--- src/rtl/mem_port_arbiter.sv ---
// Round-robin arbiter sharing one DDR command port between NPORTS requesters,
// with a read-return tracker and a toggle-style refresh strobe generator.
module mem_port_arbiter #(
    parameter int unsigned NPORTS           = 4,
    parameter int unsigned READ_LATENCY     = 4,
    parameter int unsigned REFRESH_INTERVAL = 780
) (
    input  logic                   CLK,
    input  logic                   RST,
    input  logic [NPORTS-1:0]      REQ,
    input  logic [28*NPORTS-1:0]   REQ_ADDR,
    input  logic [NPORTS-1:0]      REQ_WE,
    input  logic [32*NPORTS-1:0]   REQ_WDATA,
    output logic [NPORTS-1:0]      ACK,
    output logic [NPORTS-1:0]      RD_VALID,
    output logic [31:0]            RD_DATA,
    output logic [27:0]            ADDRESS_REQ,
    output logic                   WE,
    output logic [31:0]            DATA_W,
    output logic                   DO_ACT,
    input  logic                   COMMAND_LATCHED,
    input  logic [31:0]            DATA_R,
    output logic                   REFRESH_STROBE
);
    localparam int unsigned PtrW     = $clog2(NPORTS);
    localparam int unsigned TrkDepth = READ_LATENCY + 1;
    localparam int unsigned CntW     = $clog2(REFRESH_INTERVAL);

    typedef enum logic {StIdle, StIssue} state_e;

    state_e            state_q, state_d;
    logic [PtrW-1:0]   ptr_q, ptr_d, owner_q, owner_d;
    logic [27:0]       addr_q, addr_d;
    logic              we_q, we_d, do_act_q, do_act_d;
    logic [31:0]       wdata_q, wdata_d;
    logic              trk_vld_q [TrkDepth];
    logic              trk_vld_d [TrkDepth];
    logic [PtrW-1:0]   trk_port_q [TrkDepth];
    logic [PtrW-1:0]   trk_port_d [TrkDepth];
    logic [CntW-1:0]   cnt_q, cnt_d;
    logic              strobe_q, strobe_d;

    logic [27:0]       addr_arr  [NPORTS];
    logic [31:0]       wdata_arr [NPORTS];
    logic              winner_found, latch;
    logic [PtrW-1:0]   winner;

    for (genvar g = 0; g < NPORTS; g++) begin : g_unpack
        assign addr_arr[g]  = REQ_ADDR[28*g +: 28];
        assign wdata_arr[g] = REQ_WDATA[32*g +: 32];
    end

    assign latch = (state_q == StIssue) && COMMAND_LATCHED;

    // First requester at or after ptr, wrapping modulo NPORTS.
    always_comb begin
        winner_found = 1'b0;
        winner       = '0;
        for (int unsigned i = 0; i < NPORTS; i++) begin
            int unsigned idx;
            idx = int'(ptr_q) + i;
            if (idx >= NPORTS) idx = idx - NPORTS;
            if (!winner_found && REQ[PtrW'(idx)]) begin
                winner_found = 1'b1;
                winner       = PtrW'(idx);
            end
        end
    end

    always_comb begin
        state_d  = state_q;
        ptr_d    = ptr_q;
        owner_d  = owner_q;
        addr_d   = addr_q;
        we_d     = we_q;
        wdata_d  = wdata_q;
        do_act_d = do_act_q;
        unique case (state_q)
            StIdle: begin
                if (winner_found) begin
                    owner_d  = winner;
                    addr_d   = addr_arr[winner];
                    we_d     = REQ_WE[winner];
                    wdata_d  = wdata_arr[winner];
                    do_act_d = 1'b1;
                    state_d  = StIssue;
                end
            end
            StIssue: begin
                if (COMMAND_LATCHED) begin
                    do_act_d = 1'b0;
                    state_d  = StIdle;
                    ptr_d    = (owner_q == PtrW'(NPORTS - 1)) ? '0 : owner_q + PtrW'(1);
                end
            end
            default: state_d = StIdle;
        endcase
    end

    // Fixed-length shift pipeline: each entry emerges exactly READ_LATENCY+1 edges later.
    always_comb begin
        trk_vld_d[0]  = latch && !we_q;
        trk_port_d[0] = owner_q;
        for (int unsigned k = 1; k < TrkDepth; k++) begin
            trk_vld_d[k]  = trk_vld_q[k-1];
            trk_port_d[k] = trk_port_q[k-1];
        end
    end

    always_comb begin
        if (cnt_q == CntW'(REFRESH_INTERVAL - 1)) begin
            cnt_d    = '0;
            strobe_d = ~strobe_q;
        end else begin
            cnt_d    = cnt_q + CntW'(1);
            strobe_d = strobe_q;
        end
    end

    always_ff @(posedge CLK) begin
        if (RST) begin
            state_q  <= StIdle;
            ptr_q    <= '0;
            owner_q  <= '0;
            addr_q   <= '0;
            we_q     <= 1'b0;
            wdata_q  <= '0;
            do_act_q <= 1'b0;
            cnt_q    <= '0;
            strobe_q <= 1'b0;
            for (int unsigned k = 0; k < TrkDepth; k++) begin
                trk_vld_q[k]  <= 1'b0;
                trk_port_q[k] <= '0;
            end
        end else begin
            state_q  <= state_d;
            ptr_q    <= ptr_d;
            owner_q  <= owner_d;
            addr_q   <= addr_d;
            we_q     <= we_d;
            wdata_q  <= wdata_d;
            do_act_q <= do_act_d;
            cnt_q    <= cnt_d;
            strobe_q <= strobe_d;
            for (int unsigned k = 0; k < TrkDepth; k++) begin
                trk_vld_q[k]  <= trk_vld_d[k];
                trk_port_q[k] <= trk_port_d[k];
            end
        end
    end

    always_comb begin
        ACK      = '0;
        RD_VALID = '0;
        if (latch) ACK[owner_q] = 1'b1;
        if (trk_vld_q[TrkDepth-1]) RD_VALID[trk_port_q[TrkDepth-1]] = 1'b1;
    end

    assign RD_DATA        = DATA_R;
    assign ADDRESS_REQ    = addr_q;
    assign WE             = we_q;
    assign DATA_W         = wdata_q;
    assign DO_ACT         = do_act_q;
    assign REFRESH_STROBE = strobe_q;

endmodule

--- config.mk ---
export PLATFORM = sky130hd
export DESIGN_NAME = mem_port_arbiter
export DESIGN_NICKNAME = d
export VERILOG_FILES = /design/src/rtl/mem_port_arbiter.sv
export SDC_FILE = /design/constraint.sdc
export NUM_CORES = 1
export LEC_CHECK = 0
export ABC_AREA = 0
export CORE_AREA = 10 10 142 144
export CTS_CLUSTER_DIAMETER = 120
export CTS_CLUSTER_SIZE = 8
export DETAILED_ROUTE_END_ITERATION = 10
export DIE_AREA = 0 0 152 154
export MAX_ROUTING_LAYER = met4
export PLACE_DENSITY = 0.72
export SYNTH_ARGS = -nofsm -noshare
export SYNTH_HDL_FRONTEND = slang
export SYNTH_SLANG_ARGS = --single-unit
--- constraint.sdc ---
create_clock -name CLK -period 1.45 [get_ports CLK]
set_input_delay 0.2175 -clock CLK [delete_from_list [all_inputs] [get_ports CLK]]
set_output_delay 0.2175 -clock CLK [all_outputs]
set_load 0.02 [all_outputs]
Word-level counts from Yosys, hierarchy flattened
Memory sizes are Yosys's and may differ from the RTL's. Index checks and enable logic that the tools add are counted.

Register bits after elaboration: 78. Memory bits (writable): 15. Bits of input ports: 283. Output and inout port bits: 103. Word-level logic and storage cells: 120. Memories kept: 2.

Add/subtract/negate cells: 9. $lt $le $gt $ge: 14. Eq/ne operators: 4. Multiplexer cells: 54. Bitwise logic cells: 13. Reduce and logical (&&, ||, !) cells: 15.

Memory list: trk_port_q (words 5, width 2, read ports 5, clocked after Yosys merged registers in 0, wr ports 5, line 38) `logic [PtrW-1:0] trk_port_q [TrkDepth];`; trk_vld_q (words 5, width 1, read ports 5, clocked after Yosys merged registers in 0, wr ports 5, line 36) `logic trk_vld_q [TrkDepth];`.

Operators by type and width (number): 32-bit binary-select mux with 2-bit select (1); 32-bit 2-to-1 mux (2); 28-bit binary-select mux with 2-bit select (1); 28-bit 2-to-1 mux (2); 2-bit 2-to-1 mux (14); 1-bit 2-to-1 mux (23); 2-bit by 3-bit less-than comparator with 1-bit output, second input constant (7); 3-bit >= comparator, second input constant (4); 10-bit by 1-bit adder with 10-bit output, second input constant (1); 1-bit binary-select mux with 2-bit select (5); 10-bit equality test, second input constant (1); 1-bit OR (10); 4-bit 2-to-1 mux (2); 2-bit by 1-bit subtractor with 2-bit output, second input constant (4); 1-bit logical AND (7); 2-bit by 2-bit adder with 3-bit output, second input constant (2); 2-bit AND reduction (3); 1-bit demux with 2-bit select (2); 2-bit by 1-bit >= comparator with 1-bit output, second input constant (2); 1-bit zero test (4); 2-bit != test, second input constant (2); 1-bit case mux with 2 select lines (2); 2-bit by 1-bit adder with 3-bit output, second input constant (1); 2-bit by 3-bit >= comparator with 1-bit output, second input constant (1); other kinds (5) (6).

Longest topological paths before layout
Gate-level depths: netlist of run 1.

Depth in word-level cells: 18. Mapped depth: 8. Gate-level depth less buffers: 6.

Least setup slack after synthesis of run 1
Ideal clock, no wire load.

Path kind: reg-to-reg. Start point: reg ptr_q[1]. End point: reg addr_q[10], in the netlist ADDRESS_REQ[10]. Setup time: 138 ps. Arrival: 1468 ps. Required time: 1312 ps. Path slack: -155 ps. Cell stages (with the launch flop): 9. Buffers on the path: 3. Period minus slack after synthesis: 1605 ps. Cell sequence: dfxtp_1 a21o_1 a21boi_0 o22a_1 buf_4 buf_8 buf_6 mux2i_1 o221ai_1.

Longest elaborated chain between the ends: 18. Elaborated cells on any way between the ends: 42. Those cells by class: add/sub (7); order compare (4); mux (23); bitwise (1); reduce/logical (7).

RTL lines: start, declared (line 32) `logic [PtrW-1:0] ptr_q, ptr_d, owner_q, owner_d;`; start signal, assigned (line 137) `ptr_q <= ptr_d;`; branches (longest 18 deep; another with 2-bit by 1-bit adder with 3-bit output); end signal, assigned (line 139) `addr_q <= addr_d;`; end, declared (line 33) `logic [27:0] addr_q, addr_d;`.

Several ways; the timed one is not identified. The select of a mux whose other input is x is not followed. A chain may end at the register's enable or synchronous reset.

Final worst setup path of run 1
Start point: reg ptr_q[0]. End point: reg wdata_q[18], in the netlist DATA_W[18].

Longest elaborated chain between the ends: 18. Elaborated cells on any way between the ends: 42. Those cells by class: add/sub (7); order compare (4); mux (23); bitwise (1); reduce/logical (7).

RTL lines: branches (longest 18 deep; another with 2-bit by 1-bit adder with 3-bit output); end signal, assigned (line 141) `wdata_q <= wdata_d;`; end, declared (line 35) `logic [31:0] wdata_q, wdata_d;`.

Several ways; the timed one is not identified. The select of a mux whose other input is x is not followed.

==> results of run 1 <==
## placed cells by master (no fill, tap or decap), drive strengths merged
cell type	n
a211o	1
a211oi	2
a21boi	1
a21o	1
a21oi	6
and2b	1
and3	5
and3b	1
buf	77
clkbuf	16
clkdlybuf4s50	248
clkinv	3
clkinvlp	2
dfxtp	93
diode	4
dlygate4sd2	65
ha	5
inv	6
mux2i	122
nand2	70
nand3	4
nand4	1
nand4b	1
nor2	22
nor2b	13
nor3	3
nor3b	1
nor4	2
o21a	1
o21ai	2
o221ai	62
o22a	1
o22ai	1
or2	3
or3	1
or4	1
xnor2	5
xor2	3
## cell type report
| type | instances | area (um2) | share of cell area, % |
|---|---|---|---|
| clock inverter | 5 | 37.5 | 0.392 |
| multi-input combinational | 342 | 3040 | 31.8 |
| antenna | 4 | 10.0 | 0.105 |
| clock buffer | 10 | 239 | 2.50 |
| sequential | 93 | 1880 | 19.6 |
| inverter | 6 | 27.5 | 0.288 |
| timing repair buffer | 396 | 4050 | 42.3 |
| tap | 225 | 282 | 2.94 |
## flip-flops by register name, indices dropped and copies added (netlist names)
signal / count
DATA_W: 32
ADDRESS_REQ: 28
cnt_q: 10
trk_port_q: 10
trk_vld_q: 5
owner_q: 2
ptr_q: 2
DO_ACT: 1
REFRESH_STROBE: 1
WE: 1
state_q: 1
## per-layer routing
metal	vias to the layer above	GRT usage [%]	wire (um)
li1	2525	-	-
met1	2371	19.8	8900
met2	209	30.5	11100
met3	43	5.75	1630
met4	0	6.88	571
met5	-	-	0
## report_power, final
group / internal (uW) / switching (uW) / total [uW]
Clock: 1200 / 1060 / 2270
Combinational: 1560 / 1150 / 2710
Sequential: 2780 / 133 / 2910
## logic make-up after synthesis
kind of cell / after synthesis
AO/OA/AOI/OAI: 78
XOR/XNOR: 8
adder cells (fa/ha/maj): 5
buffers and inverters: 76
flip-flops: 93
multiplexers: 122
AND/OR/NAND/NOR: 128
## what timing repair did
| action | CTS | global route |
|---|---|---|
| endpoints found under the setup margin | 139 | 81 |
| pin swaps | 4 | 13 |
| hold buffers | 0 | 0 |
| buffers inserted | 6 | 4 |
| endpoints found under the hold margin | 0 | 0 |
| cloned | 4 | 4 |
| resized for setup | 151 | 73 |
## worst min-delay path by stage
stage | end | cells after the start
detailed placement | trk_port_q[0][4] | 1
floorplan | DO_ACT | 1
global route | RD_DATA[29] | 0
CTS | RD_DATA[13] | 0
global placement | trk_vld_q[0][2] | 1
finish | RD_DATA[25] | 0
## stage by stage
| step | instance area, um2 | hold slack (ns) |
|---|---|---|
| after floorplan | 5010 | 0.312 |
| after global placement | 8570 | 0.416 |
| after detailed placement | 8570 | 0.425 |
| after CTS | 9130 | 0.435 |
| after global routing | 9570 | 0.435 |
| final | 9570 | 0.435 |
==> results.ini, run 1 <==
[critical_path]
crit_type=flip-flop to flip-flop
cp_slowest_cell=dfxtp_4
crit_chain=and2b_1 > nor2_1 > o22a_4 > buf_6 > buf_12 > clkbuf_16 > mux2i_1 > o221ai_2
reg2reg_depth=8
crit_cells=8
r2r-end=DATA_W[18]
end_kind=flip-flop
crit_path_end=DATA_W[18]
critPathRequiredTime_ns=1.68
worst-path-buf-inv=3
worstReg2RegStart=ptr_q[0]
crit_family=buffers and inverters
r2r_slack_ns=-0.32
crit_arrival_ns=2.00
worst_setup_path_start_kind=flip-flop
critPathMaxStageDelay_ns=0.37
critPathMaxFanout=10
startpoint=ptr_q[0]

[clock_network]
cts_buffer_depth=2
insertion_delay_ns=0.35
cts_buffers=9
cts_max_level=3
clk_pin_slew_ns=0.07
clock-sinks=93
cts_root_buf=clkbuf_16
cts_tree=done

[synthesis]
synth_top_family_by_area=multiplexers
synthTopCellsByCount=mux2i_1, dfxtp_1, nand2_1
yosysSeqAreaShare_pct=37.5
syn-num-nets=798
yosysMostFrequentCell=mux2i_1
synth_edf_count=0
synth-simple-area-share_pct=11.5
netlist.area_leader.share_pct=37.5
async_flop_share_pct=0
postSynthCellCount=510
synth_ff_type=dfxtp_1
muxShareOfSynthArea_pct=24.6
syn_area_per_cell_um2=9.74
yosysTopAreaCell=dfxtp_1
synth_area_um2=4970
synth.area.top_cells=dfxtp_1, mux2i_1, o221ai_1
synthXorXnorAreaFrac_pct=1.41
synthDistinctLibCells=37
synth_seq_cells=93
yosys_warnings=0
synth_fa_ha_area_share_pct=1.26
synth_compound_area_share_pct=13.0

[flow_run]
cap_violations=0

[global_routing]
overflow=0
grt_pass1_vias=5510
gr-usage-all-layers_pct=18.2
antenna_found_initial=4
grt_max_degree=42
grt_pass1_wl_um=32600

[cells_and_area]
final_util_pct=55.7
area_growth_pct=92.6
drive_above_1_share_pct=20.7
fin_cells=1081
fillerInstances=1522
fin_nets=1136

[placement]
dpl.cell_count=1047
place_hpwl_um=16900
io_buffers=321
place_ws_ns=-0.842
place.gp.congestion=0.829

[status]
status=complete, but fails checks
violations=negative setup slack

[timing]
relSlewSlack_pct=73.7
fmax_mhz=565
finalHoldViolations=0
final-setup-viol-count=63
slew_viol_final=0
fin_skew_ns=0.00493
setup-tns-final_ns=-15.38
setup_ws_ns=-0.321
rsz0062_at_grt=yes
worstMarginPinSlew_ns=0.391
min_period_ns=1.77
fin_crit_sh_pct=122

[power]
p_leak_uw=0.00379
fin_total_pwr_uw=7890
ir_drop_v=0.000513
power.density_nw_per_um2=825

[drt]
vias_per_cell=4.76
avgRoutedWirePerCell_um=20.6
drt_iter0_markers=224
ant_nets=0
drc=0
vias=5148
route.final.wire_length_um=22200
firstDrtPassIters=4

[floorplan]
start_util_pct=28.9
die-width_um=152
coreArea_um2=17200
dieArea_um2=23400
rows=48
pin_count=386
die_height_um=154

[min_path]
hp-class=primary input to output pin
hp-start=DATA_R[25]

No activity file was read; power rests on OpenSTA's default activity.
==> run 2: changes to the inputs <==
--- a/config.mk
+++ b/config.mk
@@ -7,6 +7,7 @@
 export LEC_CHECK = 0
 export ABC_AREA = 0
 export CORE_AREA = 10 10 142 144
+export CTS_BUF_LIST = sky130_fd_sc_hd__clkbuf_8 sky130_fd_sc_hd__clkbuf_16
 export CTS_CLUSTER_DIAMETER = 120
 export CTS_CLUSTER_SIZE = 8
 export DETAILED_ROUTE_END_ITERATION = 10
==> results of run 2 <==
Final layout, timing and power as in run 1 (identical DEF).
==> run 3: changes to the inputs <==
--- a/config.mk
+++ b/config.mk
@@ -6,14 +6,14 @@
 export NUM_CORES = 1
 export LEC_CHECK = 0
 export ABC_AREA = 0
-export CORE_AREA = 10 10 142 144
+export CORE_AREA = 10 10 144 146
 export CTS_BUF_LIST = sky130_fd_sc_hd__clkbuf_8 sky130_fd_sc_hd__clkbuf_16
 export CTS_CLUSTER_DIAMETER = 120
 export CTS_CLUSTER_SIZE = 8
 export DETAILED_ROUTE_END_ITERATION = 10
-export DIE_AREA = 0 0 152 154
+export DIE_AREA = 0 0 154 156
 export MAX_ROUTING_LAYER = met4
-export PLACE_DENSITY = 0.72
+export PLACE_DENSITY = 0.67
 export SYNTH_ARGS = -nofsm -noshare
 export SYNTH_HDL_FRONTEND = slang
 export SYNTH_SLANG_ARGS = --single-unit
==> constraint.sdc (replaced) <==
create_clock -name CLK -period 1.9 [get_ports CLK]
set_input_delay 0.285 -clock CLK [delete_from_list [all_inputs] [get_ports CLK]]
set_output_delay 0.285 -clock CLK [all_outputs]
set_load 0.02 [all_outputs]
==> run 3 against run 2 <==
Compared with the run above:
- the run now ends clean
- first-iteration DRC count rose by 1.8%
- register-to-register slack improved by 0.44 ns
- critical path type is now primary input to flip-flop
- largest power group unchanged
- combinational power fell by 30%
==> results.ini, run 3 (synthesis results as in run 1) <==
[status]
status=complete, no violations

[cells_and_area]
layout_common_cells=clkdlybuf4s50_1, mux2i_1, dfxtp_1
stdcell_area_um2=8840
fin_nets=1105
largest_reg_flops=32
fin_cells=1051
area_growth_pct=78.0
final_common_cell=clkdlybuf4s50_1
drive_above_1_share_pct=8.77

[placement]
placed_area_um2=8390
place_hpwl_um=16600
dpl.cell_count=1030
place.gp.congestion=0.825
io_buffers=321

[timing]
setup-tns-final_ns=0
fin_skew_ns=0.0107
final-setup-viol-count=0
slew_viol_final=0
fmax_mhz=554
finalHoldViolations=0
relSlewSlack_pct=71.6
worstMarginPinSlew_ns=0.423
rsz0062_at_grt=no
fin_crit_sh_pct=94.9
min_period_ns=1.80

[floorplan]
pin_count=386
die-width_um=154
coreArea_um2=17800
die_height_um=156
start_util_pct=27.8
dieArea_um2=24000
rows=49

[critical_path]
crit_type=primary input to flip-flop
critPathMaxFanout=29
cp_slowest_cell=clkdlybuf4s50_1
reg2reg_depth=7
end_kind=flip-flop
crit_chain=clkdlybuf4s50_1 > a21o_1 > a21boi_2 > o22a_4 > buf_12 > buf_6 > mux2i_1 > o221ai_1
crit_arrival_ns=2.02
critPathRequiredTime_ns=2.12
worst_setup_path_start_kind=primary input
critPathMaxStageDelay_ns=0.44

[clock_network]
cts_root_buf=clkbuf_16
cts_buffers=9
insertion_delay_ns=0.34
cts_tree=done
clock-sinks=93
clk_pin_slew_ns=0.07
cts_buffer_depth=2
cts_max_level=3
cts_hold_buffers=0

[drt]
vias=4962
vias_per_cell=4.72
route.final.wire_length_um=21100
drc=0
drt_iter0_markers=228
ant_nets=0
firstDrtPassIters=4
avgRoutedWirePerCell_um=20.1

[global_routing]
grt_pass1_wl_um=29900
overflow=0
gr-usage-all-layers_pct=16.3
grt_max_degree=45
grt_pass1_vias=5313
antenna_found_initial=1

[min_path]
holdPathStages=1
hp-class=flip-flop to flip-flop

[flow_run]
cap_violations=0

[power]
ir_drop_v=0.000409
power.density_nw_per_um2=677
p_leak_uw=0.00334

==> run 3: cell type report <==
class / instances / area [um2]
fillers: 1659 / 9000
repair buffers: 366 / 3750
multi-input cells: 341 / 2620
flip-flops and latches: 93 / 1860
well taps: 229 / 287
clock buffers: 9 / 225
clock inverters: 6 / 70.1
inverters: 6 / 22.5
diodes: 1 / 2.50
==> run 3: path summary, 6_finish.rpt <==
kind                                        from               end  slack (ns)
worst max register to register          ptr_q[0]    ADDRESS_REQ[2]        0.12
worst max-delay path                      REQ[1]    ADDRESS_REQ[2]         0.1
worst min-delay path            trk_port_q[0][6]  trk_port_q[0][8]        0.43
worst min register to register  trk_port_q[0][6]  trk_port_q[0][8]        0.43
==> run 3: critical path, delay by kind of cell <==
kind                   cells  cell delay [ns]
AOI/OAI and AO/OA          4             0.70
buffers and inverters      3             0.83
muxes                      1             0.18
==> run 3: per-layer routing <==
layer / wire length (um) / part of all wire (%) / global-route usage (%) / vias up
met5: 0 / 0 / - / -
met4: 462 / 2.2 / 6.21 / 0
met3: 1470 / 7.0 / 4.55 / 31
li1: - / - / - / 2446
met2: 10600 / 50 / 28.0 / 218
met1: 8540 / 40 / 17.4 / 2267
==> run 3: what timing repair did <==
action / in CTS / in global routing
pin swaps: 0 / 1
endpoints found under the setup margin: 18 / 63
buffers inserted: 0 / 1
gates cloned: 0 / 4
gates resized for setup: 5 / 13
==> run 3: power by group <==
| group | total [uW] | switching (uW) | internal, uW |
|---|---|---|---|
| Combinational | 1900 | 777 | 1120 |
| Clock | 1860 | 834 | 1020 |
| Sequential | 2230 | 104 | 2120 |
| Total | 5990 | 1720 | 4270 |
==> run 3: stage by stage <==
stage	setup slack (ns)	util [%]	power [uW]	hold WS, ns
CTS	0.0198	48.7	6010	0.436
floorplan	0.295	-	3130	0.380
finish	0.0964	49.5	5990	0.433
detailed placement	-0.428	47.1	4130	0.420
global route	0.0126	49.5	6260	0.454
global placement	-0.356	47.1	4120	0.416
